File: src/rtl/pool2_stream_out.sv
// ----------------------------------------------------------------------------
// pool2_stream_out
//
// Takes a snapshot of one complete ROWS x COLS pooled feature map on a
// valid/ready capture handshake. It then streams the map out one word per beat
// in raster order (row-major, column fastest) over a backpressurable
// valid/ready interface.
//
// Ports
//   clk          clock, all state updates on the rising edge
//   rst          asynchronous, active-low reset
//   in_valid     map_in holds a complete pooled map
//   in_ready     block can capture a map this cycle (IDLE and out of reset)
//   map_in       pooled map, [0:ROWS-1][0:COLS-1], BW bits per element
//   out_valid    out_data/out_row/out_col/out_last are valid
//   out_ready    sink accepts the current beat
//   out_data     snapshot element at (out_row, out_col)
//   out_row      row index of the current beat
//   out_col      column index of the current beat
//   out_last     current beat is element (ROWS-1, COLS-1)
//   frames_sent  count of fully streamed frames, wraps at 2^16
// ----------------------------------------------------------------------------
module pool2_stream_out #(
   parameter int BW   = 8,
   parameter int ROWS = 13,
   parameter int COLS = 13,
   // A 1-entry dimension still gets a 1-bit index so the ports never vanish.
   localparam int RW  = (ROWS > 1) ? $clog2(ROWS) : 1,
   localparam int CW  = (COLS > 1) ? $clog2(COLS) : 1
) (
   input  logic          clk,
   input  logic          rst,
   input  logic          in_valid,
   output logic          in_ready,
   input  logic [BW-1:0] map_in [0:ROWS-1][0:COLS-1],
   output logic          out_valid,
   input  logic          out_ready,
   output logic [BW-1:0] out_data,
   output logic [RW-1:0] out_row,
   output logic [CW-1:0] out_col,
   output logic          out_last,
   output logic [15:0]   frames_sent
);

   typedef enum logic {
      IDLE   = 1'b0,
      STREAM = 1'b1
   } state_t;

   state_t          state_reg;
   state_t          state_next;
   logic [RW-1:0]   row_reg;
   logic [CW-1:0]   col_reg;
   logic [15:0]     frames_reg;
   logic [BW-1:0]   snap_reg [0:ROWS-1][0:COLS-1];

   logic            capture;
   logic            beat;
   logic            last_beat;
   logic            at_last_col;
   logic            at_last_row;

   // in_ready is gated by rst directly so it is low for the whole reset
   // assertion, not only after the state register has been cleared.
   assign in_ready    = rst & (state_reg == IDLE);
   assign out_valid   = (state_reg == STREAM);
   assign capture     = in_valid & in_ready;
   assign beat        = out_valid & out_ready;
   assign at_last_col = (col_reg == CW'(COLS - 1));
   assign at_last_row = (row_reg == RW'(ROWS - 1));
   assign out_last    = at_last_row & at_last_col & out_valid;
   assign last_beat   = beat & out_last;

   assign out_row     = row_reg;
   assign out_col     = col_reg;
   assign out_data    = snap_reg[row_reg][col_reg];
   assign frames_sent = frames_reg;

   // ------------------------------------------------------------------
   // FSM: state register
   // ------------------------------------------------------------------
   always_ff @(posedge clk or negedge rst) begin
      if (!rst) begin
         state_reg <= IDLE;
      end else begin
         state_reg <= state_next;
      end
   end

   // ------------------------------------------------------------------
   // FSM: next state. STREAM ignores in_valid entirely; the only way out
   // is the accepted last beat.
   // ------------------------------------------------------------------
   always_comb begin
      state_next = state_reg;
      case (state_reg)
         IDLE: begin
            if (capture) begin
               state_next = STREAM;
            end
         end
         STREAM: begin
            if (last_beat) begin
               state_next = IDLE;
            end
         end
         default: begin
            state_next = IDLE;
         end
      endcase
   end

   // ------------------------------------------------------------------
   // Raster position counters and completed-frame counter.
   // Counters only move on a beat, so every output holds during a stall.
   // ------------------------------------------------------------------
   always_ff @(posedge clk or negedge rst) begin
      if (!rst) begin
         row_reg    <= '0;
         col_reg    <= '0;
         frames_reg <= '0;
      end else if (capture) begin
         row_reg <= '0;
         col_reg <= '0;
      end else if (beat) begin
         if (last_beat) begin
            row_reg    <= '0;
            col_reg    <= '0;
            frames_reg <= frames_reg + 16'd1;
         end else if (at_last_col) begin
            col_reg <= '0;
            row_reg <= row_reg + RW'(1);
         end else begin
            col_reg <= col_reg + CW'(1);
         end
      end
   end

   // ------------------------------------------------------------------
   // Snapshot. The whole map is copied in a single edge, so it has to be
   // a register array rather than a RAM. Once captured, it is decoupled
   // from map_in.
   // ------------------------------------------------------------------
   always_ff @(posedge clk or negedge rst) begin
      if (!rst) begin
         for (int r = 0; r < ROWS; r++) begin
            for (int c = 0; c < COLS; c++) begin
               snap_reg[r][c] <= '0;
            end
         end
      end else if (capture) begin
         for (int r = 0; r < ROWS; r++) begin
            for (int c = 0; c < COLS; c++) begin
               snap_reg[r][c] <= map_in[r][c];
            end
         end
      end
   end

endmodule

File: config.mk
export PLATFORM = sky130hd
export DESIGN_NAME = pool2_stream_out
export DESIGN_NICKNAME = d
export VERILOG_FILES = /design/src/rtl/pool2_stream_out.sv
export SDC_FILE = /design/constraint.sdc
export NUM_CORES = 2
export LEC_CHECK = 0
export CAP_MARGIN = 40
export CORE_AREA = 2 2 536 538
export CTS_CLUSTER_DIAMETER = 150
export DETAILED_ROUTE_END_ITERATION = 10
export DIE_AREA = 0 0 538 540
export MAX_ROUTING_LAYER = met4
export SETUP_SLACK_MARGIN = 0.4
export SLEW_MARGIN = 20
export SYNTH_ARGS = -nofsm -noshare
export SYNTH_HDL_FRONTEND = slang
export SYNTH_SLANG_ARGS = --single-unit
File: constraint.sdc
create_clock -name clk -period 3 [get_ports clk]
set_input_delay 0.6 -clock clk [delete_from_list [all_inputs] [get_ports clk]]
set_output_delay 0.6 -clock clk [all_outputs]
set_load 0.01 [all_outputs]
==> results.yml <==
outcome:
  status: "complete, but fails checks"
  violations: "setup timing"
worst_setup_path:
  crit-reg2reg-launch: "out_col[0]"
  critical_path_class: "reg -> out"
  r2r_cells: 11
  cp-start-kind: "flop"
  cp.required_ns: 2.40
  arrival_ns: 4.26
  setup.worst_path.start: "out_row[0]"
  crit_fanout: 15
  end_kind: "output pin"
cells_and_area:
  area_growth_pct: 47.3
  largest_reg_flops: 1352
  drive_gt1_share_pct: 13.8
  fillers: 29577
  final_nets: 10032
  final_common_cell: "nand2_1"
  layout.cells.most_common_list: "nand2_1 (4150), dfrtp_1 (1370), clkdlybuf4s50_1 (1370), buf_4 (422), mux4_2 (200)"
  post-route-util_pct: 32.7
route:
  viasPerCell: 4.60
  wl_um: 370000
  postRouteAntennaNets: 0
  drt_iter0_markers: 5586
  drc: 0
  firstDrtPassIters: 8
  wl_per_cell_um: 29.0
  vias: 58606
yosys:
  yosys.area.top_type_share_pct: 54.5
  synth_area_leaders: "dfrtp_1 (55%), nand2_1 (25%), mux4_2 (6.9%), mux2i_1 (2.3%), clkbuf_1 (1.9%)"
  ys_warn_count: 0
  yosysUniqueCellTypes: 76
  synthFlopType: "dfrtp_1"
  syn_area_um2: 63200
  synth_top_area_cell: "dfrtp_1"
  async_flop_share_pct: 100
  yosysSeqAreaShare_pct: 54.5
  synth-edff-count: 0
  netlist_instances: 6964
  ys_ff_latch: 1377
  avgSynthCellArea_um2: 9.07
  synth_nets: 8325
pwr:
  p_leak_nw: 45.8
  powerDensity_nw_per_um2: 612
  irDropWorstVdd_v: 0.000415
sta:
  drv_slew: 0
  timing.final.crit_share_pct: 162
  tightest_slew_ns: 0.702
  fmax_ghz: 0.206
  relSlewSlack_pct: 51.9
  grt_setup_unrepaired: "yes"
  fin_crit_ns: 4.86
  setup_violations: 9
  finClkSkew_ns: 0.0499
  hold_viol: 0
  fin_ws_ns: -1.86
floorplan:
  dieArea_um2: 291000
  die_x_um: 538
  initial_utilization_pct: 22.2
  core_um2: 284000
  fp-row-count: 196
  io_pins: 1391
  die_y_um: 540
clocking:
  clockBufferDepth: 4
  cts_sinks: 1377
  cts_root_buffer: "clkbuf_16"
  numCtsBuffers: 168
  cts_tree: "built"
  cts_htree_levels: 4
  clk_pin_slew_ns: 0.06
  insertion_delay_ns: 0.85
global_routing:
  first_global_vias: 58018
  grt_pass1_wl_um: 493000
  grt_max_degree: 126
  grt_use_total_pct: 25.5
  antenna_found_initial: 278
  grt_overflow: 0
placement:
  routabilityCongestion: 0.954
  dp_slack_ns: -1.55
  port_buffers: 1390
  dp_hpwl_um: 299000
worst_hold_path:
  hp-class: "in -> async"
run:
  max-cap-violations: 0
synthesized netlist by cell type, types with 26 or more instances:
| cell type | number |
|---|---|
| buf_1 | 26 |
| mux4_2 | 194 |
| buf_2 | 45 |
| a21oi_1 | 51 |
| dfrtp_1 | 1377 |
| mux2i_1 | 147 |
| a221oi_1 | 41 |
| nand2_1 | 4155 |
| mux4_1 | 34 |
| nand3_1 | 27 |
| o22ai_1 | 27 |
| buf_4 | 30 |
| o221ai_1 | 32 |
| a22oi_1 | 37 |
| clkbuf_1 | 316 |
| o21ai_0 | 45 |
| nor2_1 | 63 |
cell type report:
class	count	area (um2)	area share, %
antenna	194	485	0.521
clock inverter	64	936	1.01
clock buffer	232	4800	5.16
timing repair buffer	1991	20600	22.1
inverter	11	57.6	0.0618
tap	3762	4710	5.06
sequential	1377	34500	37.0
multi-input combinational	5122	27100	29.1
worst paths after layout:
kind                                    to  slack, ns
max                            out_data[5]      -1.86
min                             out_row[1]       0.21
max reg2reg                frames_sent[15]       0.51
min reg2reg                  snap_reg[773]       0.47
max in group asynchronous   frames_sent[8]       1.12
min in group clk             snap_reg[751]       0.25
kinds of logic after synthesis:
kind of cell / Yosys count / share of synthesized area (%)
simple gates: 4349 / 26.4
flops: 1377 / 54.5
buf+inv: 465 / 3.57
mux: 398 / 11.1
compound gates: 354 / 4.14
xor+xnor: 16 / 0.222
fa+ha+maj: 5 / 0.0990
what timing repair did:
item,in CTS,in global routing
hold buffers,1,0
cloned,7,1
endpoints found under the hold margin,14,0
setup endpoints to repair,40,25
pin swaps,18,10
buffers inserted,33,11
gates resized for setup,189,24
stage by stage:
step | hold WS (ns) | power (W) | setup TNS, ns | std cells | area, um2
2_1_floorplan | 0.304 | 0.0251 | 0 | 6964 | 63400
3_3_place_gp | 0.450 | 0.0340 | -10.04 | 12208 | 85500
3_5_place_dp | 0.450 | 0.0340 | -9.71 | 12210 | 85500
4_1_cts | 0.115 | 0.0572 | -15.38 | 12547 | 92400
5_1_grt | 0.185 | 0.0587 | -14.76 | 12736 | 93100
6_report | 0.208 | 0.0570 | -14.24 | 12753 | 93100
critical path: stages, from the launching register on:
cell and delay, ns:
dfrtp_4 0.58, buf_12 0.18, buf_16 0.15, buf_8 0.18, mux4_2 0.42, buf_6 0.13
o22ai_1 0.07, or4_4 0.52, o21ai_4 0.11, a2111oi_4 0.08, nor4_4 0.56, buf_4 0.23
buf_12 0.09
routing by layer:
layer  GRT usage (%)  wire length [um]  vias to the layer above  part of all wire [%]
met2            36.5            158000                     2721                    43
met4            9.67             14900                        0                   4.0
met5               -                 0                        -                     0
met1            33.6            162000                    29106                    44
met3            7.70             34600                      548                   9.4
li1                -                 -                    26231                     -
power by group:
| part | internal (W) | switching (W) |
|---|---|---|
| combinational | 0.00795 | 0.00868 |
| sequential | 0.0186 | 0.000117 |
| clock | 0.0127 | 0.00891 |
| total | 0.0393 | 0.0177 |
Note: power is estimated with default switching activity, not from simulation.
